File: src/rtl/param_register_bank.sv
// param_register_bank: a bank of NREG general-purpose registers, each WIDTH bits
// wide. Every selected register executes the same 4-bit function in the same
// cycle. There are two combinational read ports and one sticky wrap flag per
// register.
//
// Ports:
//   Clock    - rising-edge clock
//   Reset_n  - asynchronous active-low reset; loads RESET_VAL and clears Wrap
//   E        - global enable; 0 holds every register
//   RegSel   - per-register write select (one bit per register)
//   FunSel   - operation code applied to each selected register
//   I        - data input
//   OutASel  - read port A register index
//   OutBSel  - read port B register index
//   OutA     - combinational read of register OutASel (0 if the index is out of range)
//   OutB     - combinational read of register OutBSel (0 if the index is out of range)
//   Wrap     - sticky per-register wrap flags (registered)
module param_register_bank #(
  parameter int unsigned WIDTH     = 16,
  parameter int unsigned NREG      = 4,
  parameter int unsigned SELW      = $clog2(NREG),
  parameter logic [WIDTH-1:0] RESET_VAL = '0
) (
  input  logic              Clock,
  input  logic              Reset_n,
  input  logic              E,
  input  logic [NREG-1:0]   RegSel,
  input  logic [3:0]        FunSel,
  input  logic [WIDTH-1:0]  I,
  input  logic [SELW-1:0]   OutASel,
  input  logic [SELW-1:0]   OutBSel,
  output logic [WIDTH-1:0]  OutA,
  output logic [WIDTH-1:0]  OutB,
  output logic [NREG-1:0]   Wrap
);

  localparam int unsigned HALF = WIDTH / 2;
  localparam logic [WIDTH-1:0] ALL_ONES = '1;
  localparam logic [WIDTH-1:0] ALL_ZERO = '0;

  localparam logic [3:0] OP_HOLD  = 4'b0000;
  localparam logic [3:0] OP_DEC   = 4'b0001;
  localparam logic [3:0] OP_INC   = 4'b0010;
  localparam logic [3:0] OP_LOAD  = 4'b0011;
  localparam logic [3:0] OP_CLR   = 4'b0100;
  localparam logic [3:0] OP_LOZX  = 4'b0101;
  localparam logic [3:0] OP_LOLO  = 4'b0110;
  localparam logic [3:0] OP_LOHI  = 4'b0111;
  localparam logic [3:0] OP_SEXT  = 4'b1000;
  localparam logic [3:0] OP_SHL   = 4'b1001;
  localparam logic [3:0] OP_SHR   = 4'b1010;
  localparam logic [3:0] OP_ASR   = 4'b1011;
  localparam logic [3:0] OP_ROL   = 4'b1100;
  localparam logic [3:0] OP_ROR   = 4'b1101;
  localparam logic [3:0] OP_SINC  = 4'b1110;
  localparam logic [3:0] OP_SDEC  = 4'b1111;

  logic [WIDTH-1:0] regs      [NREG];
  logic [WIDTH-1:0] regs_next [NREG];
  logic [NREG-1:0]  wrap_q;
  logic [NREG-1:0]  wrap_next;

  // Result of one operation applied to a single register value q.
  function automatic logic [WIDTH-1:0] op_result(
    input logic [WIDTH-1:0] q,
    input logic [3:0]       f,
    input logic [WIDTH-1:0] d
  );
    logic [WIDTH-1:0] r;
    r = q;
    case (f)
      OP_HOLD: r = q;
      OP_DEC:  r = q - WIDTH'(1);
      OP_INC:  r = q + WIDTH'(1);
      OP_LOAD: r = d;
      OP_CLR:  r = ALL_ZERO;
      OP_LOZX: r = {{HALF{1'b0}}, d[HALF-1:0]};
      OP_LOLO: r = {q[WIDTH-1:HALF], d[HALF-1:0]};
      OP_LOHI: r = {d[WIDTH-1:HALF], q[HALF-1:0]};
      OP_SEXT: r = {{HALF{d[HALF-1]}}, d[HALF-1:0]};
      OP_SHL:  r = {q[WIDTH-2:0], 1'b0};
      OP_SHR:  r = {1'b0, q[WIDTH-1:1]};
      OP_ASR:  r = {q[WIDTH-1], q[WIDTH-1:1]};
      OP_ROL:  r = {q[WIDTH-2:0], q[WIDTH-1]};
      OP_ROR:  r = {q[0], q[WIDTH-1:1]};
      OP_SINC: r = (q == ALL_ONES) ? q : q + WIDTH'(1);
      OP_SDEC: r = (q == ALL_ZERO) ? q : q - WIDTH'(1);
      default: r = q;
    endcase
    return r;
  endfunction

  // Next-state for every register and its wrap flag; unselected registers hold.
  always_comb begin
    for (int k = 0; k < NREG; k++) begin
      regs_next[k] = regs[k];
      wrap_next[k] = wrap_q[k];
      if (E && RegSel[k]) begin
        regs_next[k] = op_result(regs[k], FunSel, I);
        // Only the modular inc/dec can wrap; clear is the only way to drop the flag.
        if (FunSel == OP_CLR) begin
          wrap_next[k] = 1'b0;
        end else if (FunSel == OP_DEC && regs[k] == ALL_ZERO) begin
          wrap_next[k] = 1'b1;
        end else if (FunSel == OP_INC && regs[k] == ALL_ONES) begin
          wrap_next[k] = 1'b1;
        end
      end
    end
  end

  // Register array and wrap flags.
  always_ff @(posedge Clock or negedge Reset_n) begin
    if (!Reset_n) begin
      for (int k = 0; k < NREG; k++) begin
        regs[k] <= RESET_VAL;
      end
      wrap_q <= '0;
    end else begin
      for (int k = 0; k < NREG; k++) begin
        regs[k] <= regs_next[k];
      end
      wrap_q <= wrap_next;
    end
  end

  // Read port A: out-of-range index reads as zero.
  always_comb begin
    OutA = '0;
    for (int k = 0; k < NREG; k++) begin
      if (OutASel == SELW'(k)) begin
        OutA = regs[k];
      end
    end
  end

  // Read port B: out-of-range index reads as zero.
  always_comb begin
    OutB = '0;
    for (int k = 0; k < NREG; k++) begin
      if (OutBSel == SELW'(k)) begin
        OutB = regs[k];
      end
    end
  end

  assign Wrap = wrap_q;

endmodule

File: config.mk
export PLATFORM = sky130hd
export DESIGN_NAME = param_register_bank
export DESIGN_NICKNAME = d
export VERILOG_FILES = /design/src/rtl/param_register_bank.sv
export SDC_FILE = /design/constraint.sdc
export NUM_CORES = 1
export LEC_CHECK = 0
export ABC_AREA = 1
export CAP_MARGIN = 15
export CORE_MARGIN = 5
export CORE_UTILIZATION = 30
export DETAILED_ROUTE_END_ITERATION = 7
export HOLD_SLACK_MARGIN = 0.02
export SYNTH_ARGS = -nofsm -noshare
export SYNTH_HDL_FRONTEND = slang
export SYNTH_SLANG_ARGS = --single-unit
export TNS_END_PERCENT = 10
File: constraint.sdc
create_clock -name Clock -period 2.2 [get_ports Clock]
set_clock_uncertainty 0.2 [all_clocks]
set_input_delay 0.55 -clock Clock [delete_from_list [all_inputs] [get_ports Clock]]
set_output_delay 0.55 -clock Clock [all_outputs]
set_load 0.02 [all_outputs]
==> flow_metrics.env, run 1 <==
export IMPL_fin_ws_ns=-0.150
export IMPL_ys_warn_count=0
export IMPL_cp_slowest_cell="clkinvlp_4"
export IMPL_synth_seq_cells=68
export IMPL_synth_cell_type_count=47
export IMPL_fmax_mhz=425
export IMPL_hp_class="input pin to async pin"
export IMPL_ys_seq_area_frac=0.201
export IMPL_cts_tree="built"
export IMPL_synth_nets=1470
export IMPL_grt_overflow=0
export IMPL_crit_buf_inv=3
export IMPL_status="finished, violations left"
export IMPL_grt_max_degree=69
export IMPL_start_util=0.304
export IMPL_final_hold_violation_count=0
export IMPL_final_antenna_net_count=0
export IMPL_final_period_utilization=1.07
export IMPL_post_dp_hpwl_um=33700
export IMPL_synth_avg_cell_area_sq_um=5.90
export IMPL_wl_per_cell_um=20.4
export IMPL_maxCapViolCount=0
export IMPL_layout_drive_gt1_share=0.465
export IMPL_chipWidth_um=178
export IMPL_die_area_sq_um=31700
export IMPL_rows=61
export IMPL_power_mw=11.5
export IMPL_grt_antenna_before_repair=0
export IMPL_vias_per_cell=5.50
export IMPL_critPathTopFamily="buffers and inverters"
export IMPL_core_area_sq_um=27900
export IMPL_drt_iter0_drc=1235
export IMPL_cts_reportedPaths_clkPinSlew_ns=0.06
export IMPL_cts_sinks=68
export IMPL_finalMaxSlewViolations=0
export IMPL_critPathKind="input pin to output pin"
export IMPL_max_stage_delay_ns=0.26
export IMPL_place_gp_congestion=1.02
export IMPL_drt_total_wl_um=45700
export IMPL_cts_hold_fix_buffers=0
export IMPL_grt_usage=0.277
export IMPL_vdd_drop_max_mv=0.402
export IMPL_ys_flop_type="dfrtp_1"
export IMPL_drc=0
export IMPL_cts_root_buffer="clkbuf_16"
export IMPL_rr_worst_depth=11
export IMPL_grt_setup_unrepaired="yes"
export IMPL_crit_chain="buf_8 -> nor2_4 -> clkinvlp_4 -> o22ai_1 -> a21oi_1 -> o21ai_1 -> buf_4"
export IMPL_fp_dieH_um=178
export IMPL_powerDensity_nw_per_um2=793
export IMPL_cp_start_kind="input pin"
export IMPL_syn_inst=1435
export IMPL_leakage_nw=6.94
export IMPL_num_vias=12300
export IMPL_diodes=0
export IMPL_min_period_ns=2.35
export IMPL_arrival_ns=1.60
export IMPL_areaGrowthSynthToFinish_pct=71.6
export IMPL_crit_required_ns=1.45
export IMPL_rr_startpoint="regs[43]$_DFFE_PN0P_"
export IMPL_finalSetupViolations=65
export IMPL_grt_pass1_vias=11600
export IMPL_port_buffers=66
export IMPL_synthArstFlopShare=1.00
export IMPL_insertion_delay_ns=0.35
export IMPL_relSlewSlack=0.596
export IMPL_grt_pass1_wl_um=67400
export IMPL_r2r_end="regs[41]$_DFFE_PN0P_"
export IMPL_clk_path_buf_depth=2
export IMPL_violations="setup timing"
export IMPL_dr_pass1_iters=5
export IMPL_netlist_area_sq_um=8470
export IMPL_reg2reg_slack_ns=-0.08
export IMPL_nets=1895
export IMPL_tns_ns=-3.43
export IMPL_fill_cells=2708
export IMPL_synth_edf_count=0
export IMPL_tightest_slew_ns=0.598
export IMPL_path_max_fanout=5
export IMPL_end_kind="output pin"
export IMPL_io_pins=67
export IMPL_numCtsBuffers=9
export IMPL_htreeDepth=3
## report_power, final
group          internal (mW)  leakage [nW]  total, mW  switching [mW]
sequential              1.55         0.801       1.95           0.400
clock                   1.11         0.163       1.76           0.654
combinational           3.38          5.97       7.81            4.43
## metal layers
layer | track usage | share of wire | up-vias
met5 | 0 | 0 | -
met4 | 0.152 | 0.073 | 0
met3 | 0.0695 | 0.097 | 196
met2 | 0.430 | 0.44 | 658
met1 | 0.353 | 0.39 | 5789
li1 | - | - | 5701
## worst max path at each step
stage                    start  slack (ns)  cells after the start                    to
floorplan            FunSel[1]       -0.32                     20  regs[24]$_DFFE_PN0P_
global placement    OutBSel[1]       -1.04                      9              OutB[11]
detailed placement   FunSel[1]       -1.05                     19  regs[60]$_DFFE_PN0P_
CTS                  FunSel[0]       -0.27                     17  regs[22]$_DFFE_PN0P_
global route         FunSel[1]       -0.21                     14  regs[12]$_DFFE_PN0P_
finish              OutASel[1]       -0.15                      7              OutA[13]
## cells by family (layout without fill, tap and decap cells)
family / Yosys count / count (layout) / share of synthesized area
xor gates and xnor gates: 40 / 40 / 0.0431
DFF: 68 / 68 / 0.201
adders and majority gates: 4 / 4 / 0.00591
and+or+nand+nor: 771 / 772 / 0.394
buffers and inverters: 260 / 689 / 0.130
AOI/OAI and AO/OA: 292 / 292 / 0.226
## cell type report
class	instances	area [sq um]	area share
Timing Repair inverter	1	7.51	0.000517
Clock buffer	11	233	0.0160
Inverter	199	802	0.0552
Sequential cell	68	1710	0.118
Multi-Input combinational cell	1108	7090	0.488
Tap cell	378	473	0.0325
Timing Repair Buffer	473	4120	0.284
Clock inverter	5	100	0.00689
## Yosys cell counts, types with 2 or more instances
| library cell | instances | area, sq um |
|---|---|---|
| a21boi_1 | 15 | 113 |
| a21oi_1 | 69 | 345 |
| a21oi_2 | 2 | 17.5 |
| a221oi_1 | 6 | 52.6 |
| a22o_1 | 2 | 17.5 |
| a22oi_1 | 6 | 45.0 |
| a31oi_1 | 2 | 12.5 |
| a41oi_1 | 12 | 105 |
| buf_1 | 2 | 7.51 |
| buf_2 | 11 | 55.1 |
| buf_4 | 3 | 22.5 |
| buf_6 | 8 | 90.1 |
| buf_8 | 2 | 30.0 |
| clkbuf_1 | 34 | 128 |
| clkinv_1 | 4 | 15.0 |
| dfrtp_1 | 68 | 1700 |
| ha_1 | 4 | 50.1 |
| inv_1 | 179 | 672 |
| inv_2 | 16 | 60.1 |
| nand2_1 | 421 | 1580 |
| nand2_2 | 20 | 125 |
| nand2_4 | 6 | 67.6 |
| nand3_1 | 97 | 485 |
| nand3_2 | 2 | 20.0 |
| nand3b_1 | 7 | 52.6 |
| nand4_1 | 35 | 219 |
| nor2_1 | 140 | 526 |
| nor2_2 | 11 | 68.8 |
| nor3_1 | 16 | 80.1 |
| nor4_1 | 13 | 81.3 |
| o2111ai_1 | 15 | 131 |
| o21ai_0 | 57 | 285 |
| o21ai_1 | 12 | 60.1 |
| o21ai_2 | 4 | 35.0 |
| o221ai_1 | 37 | 324 |
| o22ai_1 | 36 | 225 |
| o31ai_1 | 2 | 15.0 |
| o41ai_1 | 13 | 114 |
| xor2_1 | 37 | 324 |
| xor2_2 | 2 | 32.5 |
## what timing repair did
item                                    4_1_cts  5_1_grt
pin swaps                                    61      154
endpoints found under the setup margin       96       95
endpoints found under the hold margin         0        0
resized for setup                           425      292
cloned                                        6        0
setup buffers                                15       44
## flip-flops by register name, indices dropped and copies added, names as in the netlist
signal,count
Wrap,4
regs,64
## layout by cell type (no fill, tap or decap), types with 17 or more instances in the layout
cell type / n
dfrtp_1: 61
o21ai_1: 39
clkdlybuf4s50_1: 25
o221ai_1: 37
a21oi_2: 24
nand3_1: 59
buf_4: 374
nand2_4: 32
nor2_2: 42
buf_12: 29
nand3_2: 36
nand2_1: 308
o22ai_2: 18
buf_6: 34
nor2_4: 17
o21ai_0: 24
nor2_1: 93
xor2_1: 30
a21oi_1: 47
nand2_2: 104
inv_2: 53
inv_1: 128
nand4_1: 35
## stage by stage
stage	utilization	hold WS [ns]	setup slack, ns	std cells	cell area (sq um)
2_1_floorplan	-	0.0544	-0.323	1435	8510
3_3_place_gp	0.437	0.306	-1.04	2171	12200
3_5_place_dp	0.437	0.308	-1.05	2171	12200
4_1_cts	0.481	0.0399	-0.269	2207	13400
5_1_grt	0.522	0.0434	-0.209	2243	14500
6_report	0.522	0.0119	-0.150	2243	14500
(Power assumes the default switching activity.)
==> run 2: changes to the inputs <==
--- a/config.mk
+++ b/config.mk
@@ -14,4 +14,3 @@
 export SYNTH_ARGS = -nofsm -noshare
 export SYNTH_HDL_FRONTEND = slang
 export SYNTH_SLANG_ARGS = --single-unit
-export TNS_END_PERCENT = 10
==> flow_metrics.env, run 2 (synthesis gave the netlist of run 1 again) <==
export IMPL_crit_buf_inv=5
export IMPL_cp_start_kind="input pin"
export IMPL_pre_cts_slack_ns=-1.05
export IMPL_leakage_nw=7.28
export IMPL_dp_cells=2184
export IMPL_fin_hold_ws_ns=0.296
export IMPL_mostFrequentLayoutCells="391 x buf_4, 328 x nand2_1, 111 x inv_1"
export IMPL_drc=0
export IMPL_fin_ws_ns=-0.137
export IMPL_layout_drive_gt1_share=0.490
export IMPL_nets=1944
export IMPL_crit_required_ns=2.28
export IMPL_top_register="regs"
export IMPL_chipWidth_um=178
export IMPL_highest_layer="met5"
export IMPL_start_util=0.304
export IMPL_place_gp_congestion=1.05
export IMPL_cts_reportedPaths_clkPinSlew_ns=0.07
export IMPL_final_antenna_net_count=0
export IMPL_largest_reg_flops=64
export IMPL_crit_chain="buf_12 -> inv_12 -> nor2_4 -> nand2_4 -> nand2_8 -> buf_12 -> nand2_4 -> nand2_2 -> inv_2 -> ha_4 -> inv_4 -> nand2_4 -> nand2_4 -> nand2_4 -> nand3b_1 -> nand2_1 -> nand2_1 -> nand3_2 -> a21boi_2"
export IMPL_cts_tree="built"
export IMPL_place_area_sq_um=12400
export IMPL_fmax_mhz=428
export IMPL_port_buffers=66
export IMPL_post_dp_hpwl_um=33400
export IMPL_tightest_slew_ns=0.572
export IMPL_cp_slowest_cell="nor2_4"
export IMPL_maxCapViolCount=0
export IMPL_grt_usage=0.274
export IMPL_fp_dieH_um=178
export IMPL_die_area_sq_um=31700
export IMPL_final_period_utilization=1.06
export IMPL_wl_per_cell_um=20.1
export IMPL_finalInstanceArea_sq_um=15300
export IMPL_final_common_cell="buf_4"
export IMPL_relSlewSlack=0.613
export IMPL_met1_length_um=17300
export IMPL_vdd_drop_max_mv=0.348
export IMPL_min_period_ns=2.34
export IMPL_num_vias=12700
export IMPL_grt_setup_unrepaired="yes"
export IMPL_critPathTopFamily="simple AND/OR/NAND/NOR gates"
export IMPL_violations="setup timing"
export IMPL_powerDensity_nw_per_um2=776
export IMPL_insertion_delay_ns=0.35
export IMPL_htreeDepth=3
export IMPL_final_core_util=0.549
export IMPL_numCtsBuffers=9
export IMPL_cts_root_buffer="clkbuf_16"
export IMPL_arrival_ns=2.41
export IMPL_finalMaxSlewViolations=0
export IMPL_rows=61
export IMPL_grt_overflow=0
export IMPL_drt_iter0_drc=1125
export IMPL_dr_wl_met3_um=4170
export IMPL_max_stage_delay_ns=0.18
export IMPL_cp_common_cell="nand2_4"
export IMPL_core_area_sq_um=27900
export IMPL_areaGrowthSynthToFinish_pct=80.5
export IMPL_grt_max_degree=29
export IMPL_hp_class="flop to flop"
export IMPL_finalSetupViolations=46
export IMPL_drt_total_wl_um=46100
export IMPL_met2_length_um=21000
export IMPL_status="finished, violations left"
export IMPL_layout_cells_non_filler=2295
export IMPL_cts_sinks=68
export IMPL_grt_pass1_wl_um=67500
export IMPL_path_max_fanout=7
export IMPL_critPathKind="input pin to flop"
export IMPL_clk_path_buf_depth=2
export IMPL_end_kind="flop"
export IMPL_vias_per_cell=5.53
export IMPL_grt_pass1_vias=11900
export IMPL_final_hold_violation_count=0
export IMPL_dr_pass1_iters=6
export IMPL_grt_antenna_before_repair=2
export IMPL_io_pins=67
run 2: layout make-up:
| type | instances | area [sq um] |
|---|---|---|
| fill | 2592 | 12600 |
| multi-input combinational | 1107 | 7200 |
| timing repair buffer | 524 | 4740 |
| sequential | 68 | 1720 |
| inverter | 199 | 815 |
| tap | 378 | 473 |
| clock buffer | 13 | 260 |
| clock inverter | 3 | 68.8 |
| antenna | 3 | 7.51 |
run 2: what timing repair did:
| action | in CTS | in global routing |
|---|---|---|
| endpoints found under the hold margin | 21 | 0 |
| setup buffers | 39 | 48 |
| setup endpoints to repair | 98 | 94 |
| hold buffers | 1 | 0 |
| cloned | 7 | 4 |
| gates resized for setup | 456 | 303 |
| pin swaps | 82 | 119 |
run 2: stage by stage:
step | TNS, ns | power [mW]
final | -1.85 | 11.9
after global routing | -6.48 | 12.4
after CTS | -1.94 | 10.7
after detailed placement | -87.37 | 8.35
after global placement | -84.90 | 8.29
after floorplan | -3.88 | 5.05
run 2: metal layers:
layer | GRT usage | up-vias
met5 | 0.0112 | -
met1 | 0.331 | 5938
met4 | 0.168 | 2
met3 | 0.0585 | 240
met2 | 0.443 | 734
li1 | - | 5788
run 2: report_power, final:
| group | total, mW | switching [mW] | internal (mW) |
|---|---|---|---|
| sequential | 1.91 | 0.352 | 1.55 |
| combinational | 8.25 | 4.61 | 3.65 |
| clock | 1.70 | 0.636 | 1.06 |
| total | 11.9 | 5.60 | 6.26 |
run 2: final timing paths:
kind	depth (start not counted)	end	startpoint	slack, ns
max	19	regs[12]$_DFFE_PN0P_	FunSel[1]	-0.14
min	2	Wrap[2]$_DFFE_PN0P_	Wrap[2]$_DFFE_PN0P_	0.30
max reg2reg	11	regs[40]$_DFFE_PN0P_	regs[36]$_DFFE_PN0P_	-0.07
min reg2reg	2	Wrap[2]$_DFFE_PN0P_	Wrap[2]$_DFFE_PN0P_	0.30
max in group asynchronous	3	regs[62]$_DFFE_PN0P_	Reset_n	0.82
min in group asynchronous	2	regs[17]$_DFFE_PN0P_	Reset_n	0.47
run 2: worst register-to-register path, cell delays in order, from the launching register on:
cell and delay (ns):
dfrtp_1 0.40, inv_2 0.12, buf_4 0.13, nand4_1 0.18, nor4_2 0.29, buf_4 0.17, nand2_2 0.07, nand4_1 0.11
buf_6 0.16, inv_1 0.13, nor2_1 0.15, a21oi_2 0.04
